===== src/rtl/periph_arb_pkg.sv =====
// Shared types for the peripheral register arbiter: FSM state encoding and
// transaction width codes carried from requester to peripheral bus.
package periph_arb_pkg;

    typedef enum logic [1:0] {
        IDLE  = 2'd0,
        ISSUE = 2'd1,
        WAIT  = 2'd2,
        DONE  = 2'd3
    } arb_state_t;

    localparam logic [1:0] W8      = 2'b00;
    localparam logic [1:0] W16     = 2'b01;
    localparam logic [1:0] W32     = 2'b10;
    // Width code the bus shows before any transaction has been issued.
    localparam logic [1:0] W_RESET = 2'b11;

endpackage


===== src/rtl/periph_reg_arbiter_rr_pick2.sv =====
// Two-way round-robin pick: a lone requester always wins, a tie goes to the
// requester that was not granted last.
module rr_pick2 (
    input  logic [1:0] req_i,
    input  logic       last_grant_i,
    output logic       winner_o,
    output logic       valid_o
);

    // NOTE: every output gets a value on every path through always_comb,
    // otherwise synthesis infers a latch to hold the old value.
    always_comb begin
        valid_o  = |req_i;
        winner_o = (req_i == 2'b11) ? ~last_grant_i : req_i[1];
    end

endmodule


===== src/rtl/periph_reg_arbiter.sv =====
// Round-robin arbiter/sequencer serialising two requesters onto one peripheral
// register bus. Define ARB_TIMEOUT_EN to force-complete stalled WAIT phases.
module periph_reg_arbiter
    import periph_arb_pkg::*;
#(
    parameter int ADDR_W  = 6,
    parameter int DATA_W  = 32,
    parameter int TIMEOUT = 15
) (
    input  logic              clk,
    input  logic              rstb,
    input  logic              ena,
    input  logic              r0_req,
    input  logic              r0_we,
    input  logic [ADDR_W-1:0] r0_addr,
    input  logic [DATA_W-1:0] r0_wdata,
    input  logic [1:0]        r0_width,
    output logic              r0_ack,
    output logic [DATA_W-1:0] r0_rdata,
    output logic              r0_err,
    input  logic              r1_req,
    input  logic              r1_we,
    input  logic [ADDR_W-1:0] r1_addr,
    input  logic [DATA_W-1:0] r1_wdata,
    input  logic [1:0]        r1_width,
    output logic              r1_ack,
    output logic [DATA_W-1:0] r1_rdata,
    output logic              r1_err,
    output logic [ADDR_W-1:0] bus_addr,
    output logic [DATA_W-1:0] bus_wdata,
    output logic [1:0]        bus_width,
    output logic              bus_we,
    output logic              bus_re,
    input  logic              bus_ready,
    input  logic [DATA_W-1:0] bus_rdata
);

    arb_state_t        state_q;
    logic              grant_q;
    logic              last_grant_q;
    logic              we_q;
    logic [ADDR_W-1:0] bus_addr_q;
    logic [DATA_W-1:0] bus_wdata_q;
    logic [1:0]        bus_width_q;
    logic              bus_we_q;
    logic              bus_re_q;
    logic [1:0]        ack_q;
    logic [DATA_W-1:0] r0_rdata_q;
    logic [DATA_W-1:0] r1_rdata_q;

    logic              pick_winner;
    logic              pick_valid;
    logic              sel_we;
    logic [ADDR_W-1:0] sel_addr;
    logic [DATA_W-1:0] sel_wdata;
    logic [1:0]        sel_width;
    logic              done_ok;
    logic              done_tmo;
    logic [DATA_W-1:0] done_rdata;

    rr_pick2 u_pick (
        .req_i        ({r1_req, r0_req}),
        .last_grant_i (last_grant_q),
        .winner_o     (pick_winner),
        .valid_o      (pick_valid)
    );

    always_comb begin
        sel_we    = pick_winner ? r1_we    : r0_we;
        sel_addr  = pick_winner ? r1_addr  : r0_addr;
        sel_wdata = pick_winner ? r1_wdata : r0_wdata;
        sel_width = pick_winner ? r1_width : r0_width;
    end

`ifdef ARB_TIMEOUT_EN
    localparam int CNT_W = $clog2(TIMEOUT + 1);

    logic [CNT_W-1:0] tmo_cnt_q;
    logic [CNT_W-1:0] tmo_cnt_d;
    logic [1:0]       err_q;

    assign tmo_cnt_d = tmo_cnt_q + CNT_W'(1);
    // The WAIT cycle that brings the count up to TIMEOUT is the last one.
    assign done_tmo  = (state_q == WAIT) && !bus_ready && (tmo_cnt_d == CNT_W'(TIMEOUT));
    assign r0_err    = err_q[0];
    assign r1_err    = err_q[1];
`else
    assign done_tmo  = 1'b0;
    assign r0_err    = 1'b0;
    assign r1_err    = 1'b0;
`endif

    assign done_ok    = ((state_q == ISSUE) || (state_q == WAIT)) && bus_ready;
    assign done_rdata = done_tmo ? '1 : bus_rdata;

    // NOTE: state registers use non-blocking assignments so every flop samples
    // the pre-edge values regardless of statement order.
    always_ff @(posedge clk or negedge rstb) begin
        if (!rstb) begin
            state_q      <= IDLE;
            grant_q      <= 1'b0;
            last_grant_q <= 1'b1;
            we_q         <= 1'b0;
            bus_addr_q   <= '0;
            bus_wdata_q  <= '0;
            bus_width_q  <= W_RESET;
            bus_we_q     <= 1'b0;
            bus_re_q     <= 1'b0;
            ack_q        <= 2'b00;
            r0_rdata_q   <= '0;
            r1_rdata_q   <= '0;
`ifdef ARB_TIMEOUT_EN
            tmo_cnt_q    <= '0;
            err_q        <= 2'b00;
`endif
        end else if (ena) begin
            // Strobes, acks and err are single-cycle pulses unless set below.
            bus_we_q <= 1'b0;
            bus_re_q <= 1'b0;
            ack_q    <= 2'b00;
`ifdef ARB_TIMEOUT_EN
            err_q    <= 2'b00;
            if (state_q == ISSUE) begin
                tmo_cnt_q <= '0;
            end else if (state_q == WAIT) begin
                tmo_cnt_q <= tmo_cnt_d;
            end
`endif
            case (state_q)
                IDLE: begin
                    if (pick_valid) begin
                        grant_q      <= pick_winner;
                        last_grant_q <= pick_winner;
                        we_q         <= sel_we;
                        bus_addr_q   <= sel_addr;
                        bus_wdata_q  <= sel_wdata;
                        bus_width_q  <= sel_width;
                        bus_we_q     <= sel_we;
                        bus_re_q     <= !sel_we;
                        state_q      <= ISSUE;
                    end
                end
                ISSUE, WAIT: begin
                    if (done_ok || done_tmo) begin
                        ack_q <= grant_q ? 2'b10 : 2'b01;
`ifdef ARB_TIMEOUT_EN
                        err_q <= done_tmo ? (grant_q ? 2'b10 : 2'b01) : 2'b00;
`endif
                        if (!we_q) begin
                            if (grant_q) begin
                                r1_rdata_q <= done_rdata;
                            end else begin
                                r0_rdata_q <= done_rdata;
                            end
                        end
                        state_q <= DONE;
                    end else begin
                        state_q <= WAIT;
                    end
                end
                DONE:    state_q <= IDLE;
                default: state_q <= IDLE;
            endcase
        end
    end

    assign bus_addr  = bus_addr_q;
    assign bus_wdata = bus_wdata_q;
    assign bus_width = bus_width_q;
    assign bus_we    = bus_we_q;
    assign bus_re    = bus_re_q;
    assign r0_ack    = ack_q[0];
    assign r1_ack    = ack_q[1];
    assign r0_rdata  = r0_rdata_q;
    assign r1_rdata  = r1_rdata_q;

endmodule


===== config.mk =====
export PLATFORM = sky130hd
export DESIGN_NAME = periph_reg_arbiter
export DESIGN_NICKNAME = d
export VERILOG_FILES = /design/src/rtl/periph_arb_pkg.sv /design/src/rtl/periph_reg_arbiter_rr_pick2.sv /design/src/rtl/periph_reg_arbiter.sv
export SDC_FILE = /design/constraint.sdc
export NUM_CORES = 1
export LEC_CHECK = 0
export ABC_CLOCK_PERIOD_IN_PS = 1800
export CORE_MARGIN = 2
export CORE_UTILIZATION = 37
export DETAILED_ROUTE_END_ITERATION = 10
export GPL_TIMING_DRIVEN = 0
export PLACE_DENSITY = 0.89
export SLEW_MARGIN = 25
export SYNTH_ARGS = -nofsm -noshare
export SYNTH_HDL_FRONTEND = slang
export SYNTH_SLANG_ARGS = --single-unit

===== constraint.sdc =====
create_clock -name clk -period 1.8 [get_ports clk]
set_input_delay 0.36 -clock clk [delete_from_list [all_inputs] [get_ports clk]]
set_output_delay 0.36 -clock clk [all_outputs]
set_load 0.01 [all_outputs]

# --- Word level (Yosys, flattened, before mapping) ---
# Index checks and enable logic that the tools add are counted.
totals:
  input_bits: 120
  register_bits: 113
  ramBits: 0
  word_cells: 45
  latchBits: 0
  memories: 0
  mem_bits_ro: 0
  out_inout_bits: 110
classes:
  n_bitwise: 3
  shifts: 0
  eq_ne: 5
  order_cmp: 0
  div_mod_pow: 0
  muxes: 15
  n_reduce_logical: 10
  n_addsub: 0
  mul: 0
op_table:
  columns: ["cell", "n"]
  rows:
  - ["32-bit 2-to-1 mux", 1]
  - ["2-bit 2-to-1 mux", 5]
  - ["5-bit AND reduction", 2]
  - ["1-bit 2-to-1 mux", 7]
  - ["2-bit == test (second input constant)", 3]
  - ["6-bit 2-to-1 mux", 1]
  - ["2-bit case mux with 3 select lines", 1]
  - ["2-bit OR reduction", 2]
  - ["1-bit NOT", 3]
  - ["3-bit AND reduction", 1]
  - ["2-bit by 1-bit == test with 1-bit output (second input constant)", 1]
  - ["2-bit zero test", 1]
  - ["2-bit != test (second input constant)", 1]
  - ["2-bit AND reduction", 1]
  - ["1-bit logical AND", 1]
  - ["1-bit zero test", 1]
  - ["1-bit logical OR", 1]

# --- Depth between registers and ports, before layout ---
# Gate-level depths: netlist of run 1.
logic_depth:
  depth_word: 6
  depth_mapped: 6

# --- By module ---
# A second synthesis of run 1 with hierarchy kept.
unflattened:
  hier_cells: 355
  hier_area_um2: 4688.2
by_module_without_submodules:
  columns: ["mod", "cells_per_inst", "instances", "area_each_um2", "seq_area_each_um2"]
  rows:
  - ["periph_reg_arbiter", 353, 1, 4674.5, 2831.5]
  - ["rr_pick2", 2, 1, 13.8, 0.0]

# --- Least setup slack after synthesis of run 1 ---
# No wires, ideal clock.
synth_path:
  path_type: "register -> register"
  startpoint: "reg state_q[0]"
  endpoint: "reg r0_rdata_q[10], in the netlist r0_rdata[10]"
  arrival_ps: 1596
  period_less_slack_ps: 1721
  stages_incl_launch_ff: 7
  t_required_ps: 1675
  setup_slack_ps: 79
  cell_sequence: "dfrtp_1 > inv_1 > ha_1 > nand2_1 > nor4_4 > buf_6 > mux2_2"
synth_via:
  elab_chain_cells: 4
  elab_cells_between_ends: 6
  classes_between: "eq/ne: 2; reduce/logical: 4"
synth_lines:
  columns: ["element", "line", "source"]
  rows:
  - ["from (decl)", "periph_reg_arbiter.sv:38", "arb_state_t state_q;"]
  - ["from (signal assigned)", "periph_reg_arbiter.sv:100", "state_q <= IDLE;"]
  - ["from (signal assigned)", "periph_reg_arbiter.sv:140", "state_q <= ISSUE;"]
  - ["from (signal assigned)", "periph_reg_arbiter.sv:156", "state_q <= DONE;"]
  - ["2-bit by 1-bit == test with 1-bit output / 2-bit == test (equally long branches)", "periph_reg_arbiter.sv:93, periph_reg_arbiter.sv:129", null]
  - ["1-bit logical OR", "periph_reg_arbiter.sv:93", "assign done_ok = ((state_q == ISSUE) || (state_q == WAIT)) && bus_ready;"]
  - ["1-bit logical AND", "periph_reg_arbiter.sv:93", null]
  - ["5-bit AND reduction (no line) (*)", null, null]
  - ["to (signal assigned)", "periph_reg_arbiter.sv:153", "r0_rdata_q <= done_rdata;"]
  - ["to (decl)", "periph_reg_arbiter.sv:48", "logic [DATA_W-1:0] r0_rdata_q;"]
# Mark *: on every way between the ends. The rest lies on a longest branch, timed or not.
# A chain may end at the register's enable or synchronous reset.

# --- Final worst setup path of run 1 ---
layout_path:
  startpoint: "reg state_q[1]"
  endpoint: "reg r0_rdata_q[25], in the netlist r0_rdata[25]"
# Same word-level chain as after synthesis.

==> flow_summary_export.csv, run 1 <==
group,metric,value,unit
worst_hold_path,hold_depth,2,
logic_synthesis,ys_seq_elements,113,
logic_synthesis,ys_warn_count,0,
worst_setup_path,cp.required,2.08,ns
worst_setup_path,r2r_cells,8,
sta,setup_viol,0,
outcome,status,"complete, no violations",
global_routing,antenna_found_initial,1,
placed_design,port_buffers,227,
detailed_routing,drc_errors,0,
floorplanning,initial_core_util,38.3,%
placed_design,hpwlAfterDp,9580,µm
cts,cts_tree,"built",
worst_hold_path,hold_class,"input pin to flip-flop",
worst_setup_path,critPathKind,"flip-flop to flip-flop",
worst_setup_path,cpPeakStageDelay,0.34,ns
global_routing,grt_pass1_wl,20600,µm
cts,cts_max_level,4,
worst_setup_path,worstPathMaxFanout,6,
cts,cts.sinks,113,
global_routing,grt_overflow,0,
finish,nets,735,
sta,max_freq,574,MHz
logic_synthesis,syn_area,0.00466,mm²
placed_design,dp_slack,-0.564,ns
cts,cts_buffer_depth,2,
logic_synthesis,synth_top_cell_by_area,"dfrtp_1",
power,clock_power_share,24.4,%
power,power.internal,0.00932,W
logic_synthesis,synth_cells,349,
finish,final_util,66.1,%
worst_setup_path,cp_num_cells,8,
worst_setup_path,cp-start-kind,"flip-flop",
power,pwr_density_cell,1640,mW/mm²
logic_synthesis,netlist_top_cells_count,"dfrtp_1 (110), mux2_2 (62), nand2_1 (44)",
logic_synthesis,yosysSeqAreaShare,60.8,%
detailed_routing,num_vias,3806,
cts,cts_root_buf,"clkbuf_16",
sta,fin_crit_sh,96.7,%
floorplanning,dieArea,0.0135,mm²
floorplanning,ios,230,
job,drv_cap,0,
power,p_leak,3.62,nW
logic_synthesis,yosysMostFrequentCell,"dfrtp_1",
finish,syn_to_final_growth,72.5,%
global_routing,grt_usage,20.2,%
logic_synthesis,synthFlopType,"dfrtp_1",
power,ir_drop,0.808,mV
sta,skew,0.00752,ns
sta,final-max-slew-violation-count,0,
global_routing,grt_pass1_vias,4076,
worst_setup_path,crit_family,"buffers and inverters",
sta,hold_violations,0,
finish,stdcell_count,792,
power,pwr-share-comb,41.7,%
placed_design,dp_cells,746,
sta,tightest_slew,0.508,ns
placed_design,place_congestion,0.810,
logic_synthesis,synth_enable_flop_cells,0,
floorplanning,die_w,116,µm
detailed_routing,drt.antenna.violating_nets,0,
global_routing,grt_max_degree,73,
logic_synthesis,synth_area_leaders,"dfrtp_1 (59%), mux2_2 (15%), mux2i_1 (8.8%), o21ai_0 (4.5%), nand2_1 (3.5%)",
worst_setup_path,crit_arrival,2.02,ns
finish,antenna_cells,0,
floorplanning,core.rowCount,40,
worst_setup_path,cp_cell_sequence,"inv_1, ha_4, nand2_4, nor4_4, buf_6, buf_12, buf_16, mux2_4",
cts,worstSkewPairLatency,0.40,ns
worst_setup_path,critPathBufInv,4,
sta,slew_headroom,66.1,%
finish,fill_cells,876,
detailed_routing,wl_per_cell,16.7,µm
detailed_routing,viasPerCell,4.81,
cts,numCtsBuffers,17,
power,sw_frac_of_total,29.4,%
worst_setup_path,crit_path_top_delay_cell,"dfrtp_1",
finish,drive_above_1_share,21.0,%
sta,holdWs,0.339,ns
detailed_routing,drt_iter0_drc,226,
cts,cts.clk_slew.worst_paths,0.05,ns
power,pwr-share-seq,33.8,%
logic_synthesis,yosysTopAreaCellShare,59.1,%
logic_synthesis,avgSynthCellArea,13.3,µm²
sta,fin_ws,0.0586,ns
floorplanning,core_area,0.0122,mm²
worst_setup_path,cp-end-kind,"flip-flop",
detailed_routing,drt-total-wl,13200,µm
sta,finalCriticalPeriod,1.74,ns
logic_synthesis,ys_async_sr_fraction,100,%
floorplanning,die_h,116,µm
power,p_sw,0.00388,W
detailed_routing,first_pass_iters,4,
logic_synthesis,synth.distinct_cells,28,
==> worst paths after layout <==
kind	from	end	slack (ns)
worst min register to register	bus_width[0]	bus_width[0]	0.48
max in group asynchronous	rstb	bus_width[1]	0.61
worst min-delay path	ena	last_grant_q	0.34
worst max register to register	state_q[1]	r0_rdata[25]	0.06
worst max-delay path	state_q[1]	r0_rdata[25]	0.06
min in group asynchronous	rstb	r0_rdata[10]	0.47
==> power groups by stage <==
| stage | registers (W) | clock network, W | logic [W] |
|---|---|---|---|
| floorplan | 0.00494 | 0 | 0.00152 |
| global placement | 0.00440 | 0 | 0.00497 |
| detailed placement | 0.00448 | 0 | 0.00512 |
| CTS | 0.00447 | 0.00329 | 0.00553 |
| global route | 0.00462 | 0.00342 | 0.00590 |
| finish | 0.00447 | 0.00323 | 0.00551 |
==> placed cells by master (no fill, tap or decap), types with 5 or more instances in the layout <==
cell | netlist | routed
dfrtp_1 | 110 | 110
mux2_2 | 62 | 46
nand2_1 | 44 | 43
clkbuf_16 | 0 | 17
clkdlybuf4s50_1 | 0 | 223
mux2i_1 | 41 | 41
clkbuf_1 | 8 | 11
buf_6 | 3 | 5
buf_4 | 5 | 13
mux2_4 | 0 | 17
o21ai_0 | 42 | 42
==> layer usage <==
layer | wire (µm) | track usage [%]
met1 | 5180 | 22.4
met3 | 1040 | 7.06
met4 | 375 | 9.92
met5 | 13 | 0
met2 | 6600 | 34.6
==> area by class of cell <==
class	instances	area, µm²	share of cell area (%)
inverter	4	15.0	0.187
buffer	20	146	1.82
timing repair buffer	245	2470	30.8
clock buffer	24	492	6.12
multi-input combinational	212	1780	22.2
tap	168	210	2.62
clock inverter	6	80.1	0.997
sequential	113	2830	35.2
==> what timing repair did <==
action	CTS	global route
hold buffers	1	0
setup endpoints to repair	79	66
cloned	3	0
pin swaps	4	3
endpoints found under the hold margin	40	0
buffers inserted	12	2
resized for setup	35	5
==> registers in the layout, indices dropped and copies added, names as in the netlist <==
| register | flops |
|---|---|
| ack_q | 2 |
| bus_addr | 6 |
| bus_re | 1 |
| bus_wdata | 32 |
| bus_we | 1 |
| bus_width | 2 |
| grant_q | 1 |
| last_grant_q | 1 |
| r0_rdata | 32 |
| r1_rdata | 32 |
| state_q | 2 |
| we_q | 1 |
==> stage by stage <==
stage / power [W] / cell area [µm²] / setup TNS, ns
2_1_floorplan: 0.00646 / 4660 / 0
3_3_place_gp: 0.00937 / 7140 / -456.49
3_5_place_dp: 0.00960 / 7170 / -50.54
4_1_cts: 0.0133 / 8030 / -0.874
5_1_grt: 0.0139 / 8030 / -0.0318
6_report: 0.0132 / 8030 / 0
==> kinds of logic (layout without fill, tap and decap cells) <==
family	Yosys count	in the layout	synth area share [%]
buffers and inverters	25	299	3.04
adders and majority gates	2	2	0.537
DFF	113	113	60.8
other	1	2	0.0805
and+or+nand+nor	48	48	4.40
AOI/OAI and AO/OA	53	53	6.39
muxes	107	107	24.8
Note: power is estimated with default switching activity, not from simulation.
==> run 2: changes to the inputs <==
--- a/config.mk
+++ b/config.mk
@@ -11,6 +11,7 @@
 export DETAILED_ROUTE_END_ITERATION = 10
 export GPL_TIMING_DRIVEN = 0
 export PLACE_DENSITY = 0.89
+export SETUP_SLACK_MARGIN = 0.3
 export SLEW_MARGIN = 25
 export SYNTH_ARGS = -nofsm -noshare
 export SYNTH_HDL_FRONTEND = slang
==> run 2 against run 1 <==
Compared with the run above:
- via count fell by 0.39%
- register-to-register slack improved by 0.02 ns
- sequential share of layout area fell by 0.26 points
- largest cell class unchanged
- first-iteration DRC count fell by 5.3%
- count of clock-buffer cells in the layout fell by 2
- fmax rose by 1.1%
- critical endpoint is now r0_rdata[27]
- critical path type unchanged
- clock skew fell by 0.0020 ns
- final area rose by 0.75%
- flip-flop and latch count did not move
- clock power rose by 6%
==> flow_summary_export.csv, run 2 (synthesis gave the netlist of run 1 again) <==
group,metric,value,unit
outcome,status,"complete, no violations",
power,p_total,0.0127,W
worst_setup_path,crit_arrival,2.01,ns
worst_setup_path,cp.required,2.08,ns
floorplanning,dieArea,0.0135,mm²
worst_setup_path,r2r_slack,0.08,ns
sta,finalCriticalPeriod,1.72,ns
cts,numCtsBuffers,17,
floorplanning,die_h,116,µm
global_routing,grt_max_degree,81,
floorplanning,core_area,0.0122,mm²
sta,setup_viol,0,
placed_design,place_congestion,0.776,
worst_setup_path,critPathKind,"flip-flop to flip-flop",
placed_design,hpwlAfterDp,9500,µm
power,pwr_density_cell,1570,mW/mm²
global_routing,grt_pass1_vias,4066,
worst_setup_path,critPathBufInv,3,
sta,rsz0062_at_grt,"yes",
detailed_routing,first_pass_iters,4,
global_routing,antenna_found_initial,3,
cts,cts_max_level,4,
detailed_routing,drt.antenna.violating_nets,0,
sta,setup_tns,0,ns
floorplanning,ios,230,
worst_setup_path,cp-end-kind,"flip-flop",
sta,hold_violations,0,
floorplanning,core.rowCount,40,
worst_setup_path,crit_path_top_delay_cell,"dfrtp_1",
sta,skew,0.00556,ns
placed_design,dp_cells,746,
floorplanning,initial_core_util,38.3,%
worst_setup_path,cpPeakStageDelay,0.36,ns
placed_design,port_buffers,227,
global_routing,grt_overflow,0,
sta,max_freq,581,MHz
power,ir_drop,0.560,mV
detailed_routing,drt-total-wl,13300,µm
global_routing,grt_pass1_wl,20000,µm
finish,nets,733,
finish,layout_common_cells,"clkdlybuf4s50_1 (115), dfrtp_1 (110), dlygate4sd2_1 (107)",
detailed_routing,num_vias,3791,
finish,stdcell_count,793,
sta,fin_crit_sh,95.7,%
cts,cts_tree,"built",
finish,final_common_cell,"clkdlybuf4s50_1",
finish,final_util,66.6,%
worst_setup_path,worstPathMaxFanout,7,
sta,final-max-slew-violation-count,0,
worst_setup_path,cp_cell_sequence,"inv_2, ha_4, nand2_4, nor4_4, buf_6, clkbuf_16, mux2_4",
cts,cts.clk_slew.worst_paths,0.05,ns
cts,worstSkewPairLatency,0.40,ns
job,drv_cap,0,
worst_hold_path,hold_class,"input pin to flip-flop",
finish,drive_above_1_share,23.6,%
floorplanning,die_w,116,µm
worst_setup_path,crit_family,"buffers and inverters",
power,p_leak,3.97,nW
finish,syn_to_final_growth,73.8,%
global_routing,grt_usage,19.4,%
detailed_routing,drt_iter0_drc,214,
detailed_routing,wl_per_cell,16.8,µm
worst_setup_path,cp-start-kind,"flip-flop",
cts,cts.sinks,113,
cts,cts_buffer_depth,2,
detailed_routing,drc_errors,0,
cts,cts_root_buf,"clkbuf_16",
detailed_routing,viasPerCell,4.78,
==> run 2: path summary, 6_finish.rpt <==
path	from	depth (start not counted)	to
max in group asynchronous	rstb	3	bus_width[1]
worst max-delay path	state_q[1]	7	r0_rdata[27]
worst min-delay path	ena	2	last_grant_q
worst max register to register	state_q[1]	7	r0_rdata[27]
min in group asynchronous	rstb	2	r1_rdata[2]
worst min register to register	bus_wdata[24]	2	bus_wdata[24]
==> run 2: repair_timing <==
action,CTS,global route
gates resized for setup,156,40
setup endpoints to repair,216,99
endpoints found under the hold margin,32,0
hold buffers,1,0
setup buffers,9,1
cloned,1,2
pin swaps,4,3
==> run 2: layout make-up <==
cell class	count	area [µm²]
Buffer	21	251
Inverter	4	15.0
Clock buffer	22	474
Antenna cell	1	2.50
Tap cell	168	210
Timing Repair Buffer	242	2340
Multi-Input combinational cell	212	1830
Fill cell	925	4070
Clock inverter	10	133
Sequential cell	113	2830
==> run 2: power breakdown <==
group,switching [W],internal [W],leakage (nW),total (W)
Clock,0.00114,0.00227,0.292,0.00341
Combinational,0.00214,0.00273,2.27,0.00487
Sequential,0.000671,0.00377,1.41,0.00444
Total,0.00395,0.00877,3.97,0.0127
==> run 2: metrics by stage <==
stage | setup slack (ns) | cell area [µm²] | hold slack [ns]
finish | 0.0774 | 8090 | 0.347
floorplan | 0.142 | 4690 | 0.0644
CTS | -0.0258 | 7920 | 0.387
global placement | -3.67 | 7170 | 0.461
detailed placement | -0.563 | 7200 | 0.271
global route | -0.00920 | 8090 | 0.355
==> run 2: metal layers <==
layer  global-route usage [%]  routed length, µm  part of all wire [%]  vias up
li1                         -                  -                     -     1752
met1                     21.3               5240                    39     1832
met2                     34.5               6710                    51      179
met3                     7.27               1070                   8.0       26
met4                     7.22                248                   1.9        2
met5                        0                 13                 0.098        -
